[config.mk]
export PLATFORM = sky130hd
export DESIGN_NAME = pwm_ramp_ctrl
export DESIGN_NICKNAME = d
export VERILOG_FILES = /design/src/rtl/pwm_ctrl_pkg.sv /design/src/rtl/pwm_period_timer.sv /design/src/rtl/pwm_ramp_ctrl.sv
export SDC_FILE = /design/constraint.sdc
export NUM_CORES = 1
export LEC_CHECK = 0
export ABC_AREA = 1
export BUFFER_PORTS_ARGS = -buffer_cell sky130_fd_sc_hd__buf_4
export CORE_AREA = 2 2 116 118
export DETAILED_ROUTE_END_ITERATION = 16
export DIE_AREA = 0 0 118 120
export PLACE_DENSITY = 0.67
export SLEW_MARGIN = 20
export SYNTH_ARGS = -nofsm -noshare
export SYNTH_HDL_FRONTEND = slang
export SYNTH_SLANG_ARGS = --single-unit
[constraint.sdc]
create_clock -name clk -period 6.1 [get_ports clk]
set_clock_uncertainty 0.05 [all_clocks]
set_input_delay 1.22 -clock clk [delete_from_list [all_inputs] [get_ports clk]]
set_output_delay 1.22 -clock clk [all_outputs]
set_load 0.01 [all_outputs]
[src/rtl/pwm_ctrl_pkg.sv]
// Shared types and default widths for the PWM duty ramp controller.
// Imported by the period timer and by the ramp controller top.
package pwm_ctrl_pkg;

   typedef enum logic [1:0] {
      ST_IDLE,
      ST_RAMP,
      ST_HOLD,
      ST_FAULT
   } ramp_state_t;

   localparam int DEF_DUTY_WIDTH = 8;
   localparam int DEF_DIV_WIDTH  = 16;

endpackage

[src/rtl/pwm_period_timer.sv]
// Free-running PWM period counter with period_start pulse, wrap strobe and
// a periods-per-step divider that fires step_stb on the last wrap of a step.
module pwm_period_timer
   import pwm_ctrl_pkg::*;
#(
   parameter int DUTY_WIDTH = DEF_DUTY_WIDTH,
   parameter int DIV_WIDTH  = DEF_DIV_WIDTH
) (
   input  logic                 clk,
   input  logic                 rst,
   input  logic                 div_clr,
   input  logic [DIV_WIDTH-1:0] div,
   output logic                 period_start,
   output logic                 wrap,
   output logic                 step_stb
);

   localparam logic [DUTY_WIDTH-1:0] CNT_ONE = 1;
   localparam logic [DIV_WIDTH-1:0]  DIV_ONE = 1;

   logic [DUTY_WIDTH-1:0] cnt;
   logic [DIV_WIDTH-1:0]  div_cnt;
   logic                  div_last;

   assign wrap     = (cnt == {DUTY_WIDTH{1'b1}});
   assign div_last = (div_cnt == div - DIV_ONE);
   // A restart request wins over a coinciding wrap so a new command never steps early.
   assign step_stb = wrap & ~div_clr & div_last;

   // NOTE: sequential state uses non-blocking assignments so every register
   // samples the pre-edge values of the others.
   always_ff @(posedge clk or negedge rst) begin
      if (!rst) begin
         cnt          <= '0;
         period_start <= 1'b0;
         div_cnt      <= '0;
      end else begin
         cnt          <= cnt + CNT_ONE;
         period_start <= wrap;
         if (div_clr || (wrap && div_last))
            div_cnt <= '0;
         else if (wrap)
            div_cnt <= div_cnt + DIV_ONE;
      end
   end

endmodule

[src/rtl/pwm_ramp_ctrl.sv]
// Duty-cycle sequencer for edge_pwm: accepts target commands, slews duty
// at period boundaries, soft-stops on enable removal and zeroes on fault.
module pwm_ramp_ctrl
   import pwm_ctrl_pkg::*;
#(
   parameter int DUTY_WIDTH = DEF_DUTY_WIDTH,
   parameter int DIV_WIDTH  = DEF_DIV_WIDTH
) (
   input  logic                  clk,
   input  logic                  rst,
   input  logic                  enable,
   input  logic [DUTY_WIDTH-1:0] tgt_duty,
   input  logic [DUTY_WIDTH-1:0] tgt_step,
   input  logic [DIV_WIDTH-1:0]  tgt_div,
   input  logic                  tgt_valid,
   output logic                  tgt_ready,
   input  logic                  fault,
   input  logic                  fault_clr,
   output logic [DUTY_WIDTH-1:0] duty,
   output logic                  period_start,
   output logic                  busy,
   output logic                  at_target
);

   localparam logic [DUTY_WIDTH-1:0] STEP_ONE = 1;
   localparam logic [DIV_WIDTH-1:0]  DIV_ONE  = 1;

   ramp_state_t           state_q, state_d;
   logic [DUTY_WIDTH-1:0] duty_q, duty_d;
   logic [DUTY_WIDTH-1:0] tgt_q, tgt_d;
   logic [DUTY_WIDTH-1:0] step_q, step_d;
   logic [DIV_WIDTH-1:0]  div_q, div_d;
   logic                  stop_q, stop_d;
   logic                  accept, stop_now, wrap, step_stb;
   logic [DUTY_WIDTH-1:0] eff_tgt, stepped;

   // Move one step toward tgt in W+1 bits, clamping at tgt in either direction.
   function automatic logic [DUTY_WIDTH-1:0] step_toward(
      input logic [DUTY_WIDTH-1:0] cur,
      input logic [DUTY_WIDTH-1:0] tgt,
      input logic [DUTY_WIDTH-1:0] stp
   );
      logic [DUTY_WIDTH:0] c, t, s;
      c = {1'b0, cur};
      t = {1'b0, tgt};
      s = {1'b0, stp};
      if (c < t)
         return (c + s >= t) ? tgt : cur + stp;
      else if (c > t)
         return (c < t + s) ? tgt : cur - stp;
      else
         return tgt;
   endfunction

   pwm_period_timer #(
      .DUTY_WIDTH(DUTY_WIDTH),
      .DIV_WIDTH (DIV_WIDTH)
   ) u_timer (
      .clk         (clk),
      .rst         (rst),
      .div_clr     (accept | (state_q != ST_RAMP)),
      .div         (div_q),
      .period_start(period_start),
      .wrap        (wrap),
      .step_stb    (step_stb)
   );

   assign stop_now = stop_q | ~enable;
   assign eff_tgt  = stop_now ? '0 : tgt_q;
   assign stepped  = step_toward(duty_q, eff_tgt, step_q);

   // NOTE: every signal written here gets a default first, so no path can
   // leave one unassigned and infer a latch.
   always_comb begin
      state_d = state_q;
      duty_d  = duty_q;
      tgt_d   = tgt_q;
      step_d  = step_q;
      div_d   = div_q;
      stop_d  = stop_q;
      accept  = 1'b0;
      if (fault) begin
         state_d = ST_FAULT;
         duty_d  = '0;
         stop_d  = 1'b0;
      end else begin
         unique case (state_q)
            ST_IDLE, ST_HOLD: begin
               if (!enable) begin
                  tgt_d = '0;
                  if (duty_q != '0) begin
                     stop_d  = 1'b1;
                     state_d = ST_RAMP;
                  end else begin
                     state_d = ST_IDLE;
                  end
               end else if (tgt_valid) begin
                  accept  = 1'b1;
                  tgt_d   = tgt_duty;
                  step_d  = (tgt_step == '0) ? STEP_ONE : tgt_step;
                  div_d   = (tgt_div == '0) ? DIV_ONE : tgt_div;
                  state_d = (tgt_duty != duty_q) ? ST_RAMP : ST_HOLD;
               end
            end
            ST_RAMP: begin
               if (!enable) begin
                  tgt_d  = '0;
                  stop_d = 1'b1;
               end
               if (step_stb) begin
                  duty_d = stepped;
                  if (stepped == eff_tgt) begin
                     state_d = stop_now ? ST_IDLE : ST_HOLD;
                     stop_d  = 1'b0;
                  end
               end
            end
            ST_FAULT: begin
               duty_d = '0;
               if (fault_clr) state_d = ST_IDLE;
            end
            default: state_d = ST_IDLE;
         endcase
      end
   end

   always_ff @(posedge clk or negedge rst) begin
      if (!rst) begin
         state_q <= ST_IDLE;
         duty_q  <= '0;
         tgt_q   <= '0;
         step_q  <= STEP_ONE;
         div_q   <= DIV_ONE;
         stop_q  <= 1'b0;
      end else begin
         state_q <= state_d;
         duty_q  <= duty_d;
         tgt_q   <= tgt_d;
         step_q  <= step_d;
         div_q   <= div_d;
         stop_q  <= stop_d;
      end
   end

   assign duty      = duty_q;
   assign busy      = (state_q == ST_RAMP);
   assign at_target = (state_q == ST_HOLD);
   assign tgt_ready = rst & enable & ((state_q == ST_IDLE) | (state_q == ST_HOLD));

endmodule

=== Word-level counts from Yosys, hierarchy flattened ===
Index checks and enable logic that the tools add are counted.

* Order comparisons: 4
* Eq/ne operators: 16
* $add $sub $neg: 7
* Reduce and logical (&&, ||, !) cells: 16
* Bitwise operators: 10
* Mux-type cells: 37

{| class="wikitable"
|+ Operators by type and width
! cell !! number
|-
| $mux W8 || 11
|-
| $mux W16 || 3
|-
| $pmux W8 S2 || 2
|-
| $add A8 B8 Y9 || 2
|-
| $add A16 B1 Y16 const B || 1
|-
| $eq A16 B16 Y1 || 1
|-
| $logic_not A16 Y1 || 1
|-
| $mux W2 || 8
|-
| $sub A16 B1 Y16 const B || 1
|-
| $ne A3 B3 Y1 const B || 4
|-
| $reduce_and A4 Y1 || 3
|-
| $mux W1 || 11
|-
| $ge A9 B8 Y1 || 1
|-
| $lt A8 B9 Y1 || 1
|-
| $add A8 B1 Y8 const B || 1
|-
| $add A8 B8 Y8 || 1
|-
| $eq A8 B8 Y1 || 1
|-
| $eq A8 B8 Y1 const B || 1
|-
| $gt A8 B8 Y1 || 1
|-
| $logic_not A8 Y1 || 1
|-
| $lt A8 B8 Y1 || 1
|-
| $ne A8 B8 Y1 || 1
|-
| $reduce_bool A8 Y1 || 1
|-
| $sub A8 B8 Y8 || 1
|-
| other kinds (19) || 30
|}

* Word-level logic and storage cells: 99
* Register bits after elaboration: 68
* Output and inout bits: 12
* Input bits: 38

=== Longest topological paths before layout ===
Gate-level depths: netlist of the first run.

* Depth after elaboration: 13
* Gate-level depth with buffers: 38
* Depth with buffers taken out: 38

=== Hierarchy ===
Synthesis of the first run repeated with hierarchy kept, for this count alone.

* Cells, all modules: 866
* Area, all modules: 5864.4 um^2

{| class="wikitable"
|+ By module, submodules not included
! module !! seq. area each (um^2) !! cells an instance !! instances !! area each (um^2)
|-
| pwm_ramp_ctrl || 1078.5 || 588 || 1 || 3973.8
|-
| pwm_period_timer || 625.6 || 278 || 1 || 1890.6
|}

=== Worst setup path before layout of the first run ===
Ideal clock, no wire load.

* Path type: input to register
* Start: in enable
* End: reg state_q[0]
* Data required time: 5.933 ns
* Slack: 1.921 ns
* Stages on the path: 29
* Arrival time: 4.012 ns
* Path buffers: 0
* Library setup time: 0.117 ns
* Cell sequence: nand2_4 > nor2_1 > ha_1 > ha_1 > inv_1 > nand2_1 > a21oi_1 > xnor2_1 > ha_1 > nand3_1 > nor2_1 > nor2_1 > nand2_1 > nand2_1 > nand2_1 > nand2_1 > nand2_1 > nand2_1 > nand2_2 > nand3_4 > or2_4 > nand4_2 > nand3_1 > nor2_1 > nand2_1 > nand2_1 > nand3_1 > nand2_1 > nand2_1

* Word-level cells in the longest chain between the ends: 11
* Elaborated cells between the ends (all ways): 27
* Classes of those cells: 1 x add/sub; 4 x order compare; 4 x eq/ne; 11 x mux; 6 x bitwise; 1 x reduce/logical

{| class="wikitable"
|+ RTL lines
! element !! RTL line !! RTL
|-
| start, declared || pwm_ramp_ctrl.sv:11 || <nowiki>input logic enable,</nowiki>
|-
| $not A1 Y1 || pwm_ramp_ctrl.sv:68 || <nowiki>assign stop_now = stop_q | ~enable;</nowiki>
|-
| $or A1 B1 Y1 || pwm_ramp_ctrl.sv:68 ||
|-
| $mux W8 || pwm_ramp_ctrl.sv:69 || <nowiki>assign eff_tgt = stop_now ? '0 : tgt_q;</nowiki>
|-
| $add A8 B8 Y9 || pwm_ramp_ctrl.sv:50 || <nowiki>return (c < t + s) ? tgt : cur - stp;</nowiki>
|-
| $lt A8 B9 Y1 || pwm_ramp_ctrl.sv:50 ||
|-
| $mux W8 || pwm_ramp_ctrl.sv:50 ||
|-
| $mux W8 || pwm_ramp_ctrl.sv:49 || <nowiki>else if (c > t)</nowiki>
|-
| $mux W8 || pwm_ramp_ctrl.sv:47 || <nowiki>if (c < t)</nowiki>
|-
| $eq A8 B8 Y1 || pwm_ramp_ctrl.sv:112 || <nowiki>if (stepped == eff_tgt) begin</nowiki>
|-
| $ne A3 B2 Y1 (no line) || -- ||
|-
| $reduce_and A4 Y1 (no line) || -- ||
|-
| end signal, assigned || pwm_ramp_ctrl.sv:136 || <nowiki>state_q <= state_d;</nowiki>
|-
| end, declared || pwm_ramp_ctrl.sv:28 || <nowiki>ramp_state_t state_q, state_d;</nowiki>
|}

Several ways; a longest one is shown, not always the timed one.
A chain may end at the register's enable or synchronous reset.

=== Worst setup path after layout of the first run ===
* Start: in enable
* End: reg state_q[1]

The elaborated chain is that of the path after synthesis.

==> qor.csv, run 1 <==
stage;metric;value;unit
power;Leak;3.38;nW
setup_path;Setup crit start;enable;
synthesis;ys async rst share;100;%
placed_design;DP Worst Slack;1.21;ns
floorplanning;starting density of the core;44.0;%
sta;relative slew slack;35.1;%
routing;DR WL/cell;14.4;um
setup_path;crit path DAT;4.85;ns
finish;Antenna Cells;0;
global_route;grt ovf;0;
routing;total wire length;15.0;mm
clock_network;CTS Buf Count;9;
sta;fin. max-slew vios;0;
routing;DR WL met3;540;um
synthesis;Post-synth EDFFs;0;
routing;drt pass-1 iters;5;
synthesis;warnings from Yosys;0;
setup_path;worst reg-to-reg setup slack;1.67;ns
power;PwrDens;430;nW/um2
clock_network;# clock sinks;68;
placed_design;port buffer count;49;
floorplanning;I/O Pins;50;
sta;Setup-failing EPs final;0;
floorplanning;die width;118;um
routing;DRC viols;0;
setup_path;max incr delay on CP;0.34;ns
sta;Worst Slack Setup Final;1.49;ns
clock_network;post-CTS setup buffer count;0;
global_route;initial antenna violation count;0;
synthesis;area leader, netlist;dfrtp_1;
sta;Final min period;4.61;ns
placed_design;placed instance area;6270;um2
sta;RSZ-0062 raised after global routing;false;
finish;final core occ;51.0;%
synthesis;synthesized area;5710;um2
hold_path;beginning of the worst hold path;u_timer.cnt[0];
setup_path;WS Path Type;in2reg;
sta;hold_ws;0.396;ns
finish;sequential cell area;1700;um2
sta;setup TNS;0;ns
setup_path;reg-to-reg critical path startpoint;duty[2];
clock_network;clock transition at the registers of the reported paths;0.06;ns
placed_design;HPWL after DPL;11.8;mm
sta;endpoints failing hold;0;
synthesis;sequential area share after synthesis;29.9;%
finish;share of cells above drive strength 1;14.1;%
hold_path;hold crit path type;reg2reg;
finish;Fillers;1290;
routing;DR vias;5283;
floorplanning;Rows;42;
routing;vias per cell;5.09;
synthesis;Gate Count Post-Synth;804;
power;Final Power;2.84;mW
sta;Worst Tran Pin Value;0.973;ns
routing;M1 WL;7.00;mm
clock_network;CTS tree;built;
floorplanning;Die ar.;14200;um2
synthesis;top cell type's share of synthesized area;28.9;%
setup_path;WP data required;6.34;ns
clock_network;htree depth;3;
setup_path;CP dominant cell by count;nand2_1;
finish;design area;6620;um2
routing;DRT antenna net count;0;
finish;Final #Nets;938;
synthesis;Primary FF master, synth;dfrtp_1;
synthesis;Area contributors post-synth;dfrtp_1 (29%), nand2_1 (15%), ha_1 (9.2%);
routing;highest routed metal layer;met4;
sta;crit share post-route;75.6;%
finish;fin cells;1037;
floorplanning;Die Y;120;um
synthesis;Post-synth top cells;nand2_1 (224), inv_1 (89), nand3_1 (79);
clock_network;Worst-Skew Late Latency;0.35;ns
sta;Peak Freq;0.217;GHz
routing;Iter 0 DRT Violations;339;
flow_run;max_cap viols;0;
floorplanning;Core Area;13000;um2
finish;area of the multi-input gates;3580;um2
synthesis;most frequent cell after synthesis;nand2_1;
outcome;status;complete, no violations;
clock_network;clock root cell;clkbuf_16;
clock_network;hold buffer count at cts;0;
finish;Syn-to-layout area delta;16.0;%
clock_network;clock buffer depth;2;
power;worst ir drop on vdd;0.224;mV
setup_path;CP Launch Type;input port;
synthesis;Syn Nets;886;
synthesis;register bit count reported by yosys;68;
placed_design;RePlAce Congestion;0.935;
synthesis;Unique masters post-synth;46;
global_route;largest net degree at the start of global routing;69;
routing;met2 wire len;7.11;mm
setup_path;crit path max-delay cell type;nor2_1;
global_route;vias in the first global route;5084;
placed_design;dpl cells;1021;
setup_path;Worst Setup End Kind;flop;
clock_network;Post-CTS Resized;0;
global_route;total track usage;22.3;%
global_route;first-pass GRT wire length;25.1;mm
setup_path;crit-path max FO;10;
synthesis;Avg Inst Size Synth;7.10;um2
## sequential cells by signal (all words and copies together), names as in the netlist
register and cells:
div_q 16, duty 8, state_q 2, step_q 8, stop_q 1, tgt_q 8
u_timer.cnt 8, u_timer.div_cnt 16, u_timer.period_start 1
## final timing paths
kind | cells after the start | end
min reg2reg | 1 | u_timer.cnt[0]
max in group asynchronous | 2 | step_q[7]
min | 1 | u_timer.cnt[0]
min in group asynchronous | 2 | u_timer.cnt[3]
max reg2reg | 28 | state_q[1]
max | 32 | state_q[1]
## kinds of logic (layout without fill, tap and decap cells)
kind of cell / after synthesis / in the layout / share of synthesized area (%)
fa+ha+maj: 44 / 44 / 9.91
simple gates: 446 / 446 / 36.5
flops: 68 / 68 / 29.9
xor+xnor: 52 / 52 / 7.98
compound gates: 83 / 83 / 8.31
buf+inv: 111 / 168 / 7.43
## per-layer routing
metal / vias up / global-route usage (%)
li1: 2731 / -
met1: 2406 / 29.4
met2: 122 / 37.6
met3: 24 / 2.80
met4: 0 / 8.58
met5: - / 0
## final cells by class
type | instances | share of cell area [%]
multi-input cells | 625 | 54.1
flip-flops and latches | 68 | 25.8
repair buffers | 51 | 5.79
inverters | 101 | 5.77
clock buffers | 9 | 3.40
well taps | 176 | 3.33
clock inverters | 7 | 1.87
## power breakdown
group          internal, mW  switching (mW)  total (mW)
Sequential            0.568           0.108       0.676
Combinational         0.526            1.03        1.55
Clock                 0.402           0.212       0.614
Total                  1.50            1.35        2.84
## placed cells by master (no fill, tap or decap), types with 3 or more instances in the layout
master,n
nand2_1,224
inv_1,89
nand3_1,79
dfrtp_1,66
nor2_1,60
buf_4,51
ha_1,42
xor2_1,39
o21ai_0,35
a21oi_1,28
nand4_1,20
xnor2_1,13
inv_2,11
nand2_2,10
nor4_1,10
nor3_1,9
clkbuf_16,9
nor2_4,6
or2_2,6
nor2_2,4
a31oi_1,3
nand2_4,3
a32o_1,3
bufinv_16,3
## critical path: cells and delay by family
family / cells / cell delay [ns]
xor gates and xnor gates: 1 / 0.13
adders and majority gates: 3 / 0.70
and+or+nand+nor: 23 / 2.28
AOI/OAI and AO/OA: 3 / 0.37
buffers and inverters: 2 / 0.16
Note: power is estimated with default switching activity, not from simulation.
==> run 2: changes to the inputs <==
- ABC_AREA: 1 -> 0
- clock period: 6.1 -> 4.7 ns (I/O delays scaled with it)
==> run 2 against run 1 <==
  * Clock power grew 18%
  * Synthesized cell count decreased by 18%
  * Global-route usage rose by 1.3 points
  * Worst setup slack lost 1.2 ns
  * Sequential power rose by 41%
  * Die area unchanged
  * Via count decreased by 1.2%
  * Final cell count shrank 13%
  * Sequential share of layout area is 0.49 points lower
  * Critical path depth down 9
  * Cell area is 1.9% higher
  * Highest routed layer unchanged
==> qor.csv, run 2 <==
stage;metric;value;unit
finish;most common cell after layout, fill and taps aside;buf_4;
finish;Antenna Cells;0;
global_route;grt ovf;0;
synthesis;Gate Count Post-Synth;662;
finish;Final #Nets;805;
global_route;first-pass GRT wire length;26.6;mm
sta;crit share post-route;93.5;%
floorplanning;Die ar.;14200;um2
floorplanning;die width;118;um
sta;Worst Tran Pin Value;0.872;ns
routing;DRT antenna net count;0;
synthesis;register bit count reported by yosys;68;
hold_path;hold crit path type;reg2reg;
finish;fin cells;904;
finish;largest registers;div_q: 16 flops, u_timer.div_cnt: 16 flops;
power;sw power;1.44;mW
clock_network;CTS tree;built;
synthesis;Primary FF master, synth;dfrtp_1;
outcome;status;complete, no violations;
routing;vias per cell;5.78;
power;Sw Share;42.6;%
setup_path;crit path DAT;4.58;ns
power;worst ir drop on vdd;0.404;mV
routing;DRC viols;0;
clock_network;clock root cell;clkbuf_16;
setup_path;WS Path Type;in2reg;
synthesis;synthesized area;5710;um2
floorplanning;Rows;42;
finish;Syn-to-layout area delta;18.2;%
finish;commonest non-fill, non-tap cells in the layout;buf_4 (76), dfrtp_1 (66), nand2_1 (65);
clock_network;CTS Buf Count;9;
synthesis;ys async rst share;100;%
setup_path;reg-to-reg critical path startpoint;step_q[2];
global_route;largest net degree at the start of global routing;69;
placed_design;dpl cells;885;
power;Leak;3.02;nW
global_route;vias in the first global route;5227;
power;sequential group share of total power;28.2;%
sta;Worst Slack Setup Final;0.305;ns
synthesis;warnings from Yosys;0;
sta;Peak Freq;0.228;GHz
placed_design;port buffer count;49;
hold_path;Hold Path Stages;1;
routing;total wire length;16.2;mm
synthesis;Post-synth EDFFs;0;
clock_network;clock buffer depth;2;
sta;Setup-failing EPs final;0;
placed_design;RePlAce Congestion;0.965;
power;Comb pwr share;50.4;%
sta;relative slew slack;41.9;%
synthesis;Area contributors post-synth;dfrtp_1 (29%), ha_1 (9.2%), xnor2_1 (7.1%);
setup_path;WP data required;4.88;ns
floorplanning;Core Area;13000;um2
routing;Iter 0 DRT Violations;343;
hold_path;Worst Hold End;u_timer.cnt[0];
power;clock share of power;21.4;%
sta;RSZ-0062 raised after global routing;false;
global_route;initial antenna violation count;0;
synthesis;Post-synth top cells;dfrtp_1 (66), nand2_1 (65), nor2_1 (56);
floorplanning;I/O Pins;50;
finish;share of cells above drive strength 1;18.0;%
synthesis;Unique masters post-synth;76;
floorplanning;starting density of the core;44.0;%
routing;drt pass-1 iters;5;
setup_path;Worst Setup End Kind;flop;
placed_design;DP Worst Slack;-0.193;ns
sta;hold_ws;0.427;ns
setup_path;Reg2Reg Depth;15;
sta;fin. max-slew vios;0;
routing;DR vias;5221;
synthesis;sequential area share after synthesis;29.8;%
sta;Final min period;4.40;ns
flow_run;max_cap viols;0;
setup_path;r2r endpoint;state_q[1];
synthesis;most frequent cell after synthesis;dfrtp_1;
hold_path;beginning of the worst hold path;u_timer.cnt[0];
finish;final core occ;52.0;%
clock_network;htree depth;3;
synthesis;area leader, netlist;dfrtp_1;
setup_path;worst reg-to-reg setup slack;0.50;ns
clock_network;# clock sinks;68;
power;Final Power;3.38;mW
clock_network;clock transition at the registers of the reported paths;0.06;ns
power;Internal;1.94;mW
placed_design;HPWL after DPL;12.4;mm
synthesis;Syn Nets;744;
clock_network;Worst-Skew Late Latency;0.34;ns
synthesis;top cell type's share of synthesized area;28.9;%
global_route;total track usage;23.7;%
setup_path;CP Launch Type;input port;
floorplanning;Die Y;120;um
synthesis;Avg Inst Size Synth;8.62;um2
clock_network;hold buffer count at cts;0;
setup_path;crit-path max FO;8;
routing;DR WL/cell;17.9;um
sta;endpoints failing hold;0;
power;PwrDens;502;nW/um2
[run 2: how the worst max path moves through the flow]
stage	startpoint	end	slack, ns	cells past startpoint
after floorplan	enable	duty[4]	0.007	21
after global placement	enable	duty[4]	-0.15	22
after detailed placement	enable	duty[4]	-0.19	22
after CTS	enable	duty[4]	0.14	22
after global routing	enable	duty[4]	0.07	22
final	enable	duty[3]	0.30	23
[run 2: metal layers]
metal  global-route usage [%]  vias to the layer above  part of all wire [%]
met3                     3.61                       43                   5.5
met5                        0                        -                     0
met4                     10.0                        0                   3.1
met1                     29.1                     2525                    41
li1                         -                     2491                     -
met2                     41.4                      162                    50
[run 2: final cells by class]
class | count | area, um2
multi-input cells | 535 | 3800
repair buffers | 77 | 582
clock inverters | 7 | 91.3
inverters | 32 | 120
flip-flops and latches | 68 | 1700
clock buffers | 9 | 225
well taps | 176 | 220
fillers | 1206 | 6230
[run 2: cells by family (layout without fill, tap and decap cells)]
kind of cell | after synthesis | after routing | synth area share [%]
and+or+nand+nor | 245 | 245 | 22.4
AOI/OAI and AO/OA | 142 | 142 | 16.8
xor gates and xnor gates | 80 | 80 | 12.5
DFF | 68 | 68 | 29.8
buffers and inverters | 59 | 125 | 3.92
adders and majority gates | 49 | 49 | 10.8
muxes | 19 | 19 | 3.75
[run 2: worst max-delay path, stage by stage]
cell       delay (ns)
buf_4            0.11
nor2b_1          0.13
nand2_1          0.10
inv_1            0.06
ha_1             0.19
o21ai_0          0.08
a31oi_1          0.12
maj3_1           0.37
maj3_2           0.33
a21o_1           0.18
a21oi_1          0.16
xor2_1           0.17
ha_1             0.21
nor4_1           0.07
a21oi_1          0.13
nand2_1          0.08
a311oi_2         0.23
nand3_1          0.16
buf_6            0.17
buf_4            0.13
o22ai_1          0.10
a2111oi_0        0.11
a21bo_1          0.21
[run 2: what timing repair did]
action | in CTS | in global routing
buffers inserted | 0 | 3
endpoints found under the setup margin | 0 | 11
resized for setup | 0 | 3
[run 2: metrics by stage]
step | setup TNS (ns) | area [um2]
finish | 0 | 6750
global route | 0 | 6750
CTS | 0 | 6710
detailed placement | -1.25 | 6400
global placement | -0.652 | 6400
floorplan | 0 | 5710
[run 2: power groups by stage]
stage          clock network [mW]  logic (mW)  registers (mW)
2_1_floorplan                   0        1.29           0.869
3_3_place_gp                    0        1.63           0.950
3_5_place_dp                    0        1.67           0.957
4_1_cts                     0.736        1.68           0.948
5_1_grt                     0.759        1.89           0.975
6_report                    0.725        1.71           0.954
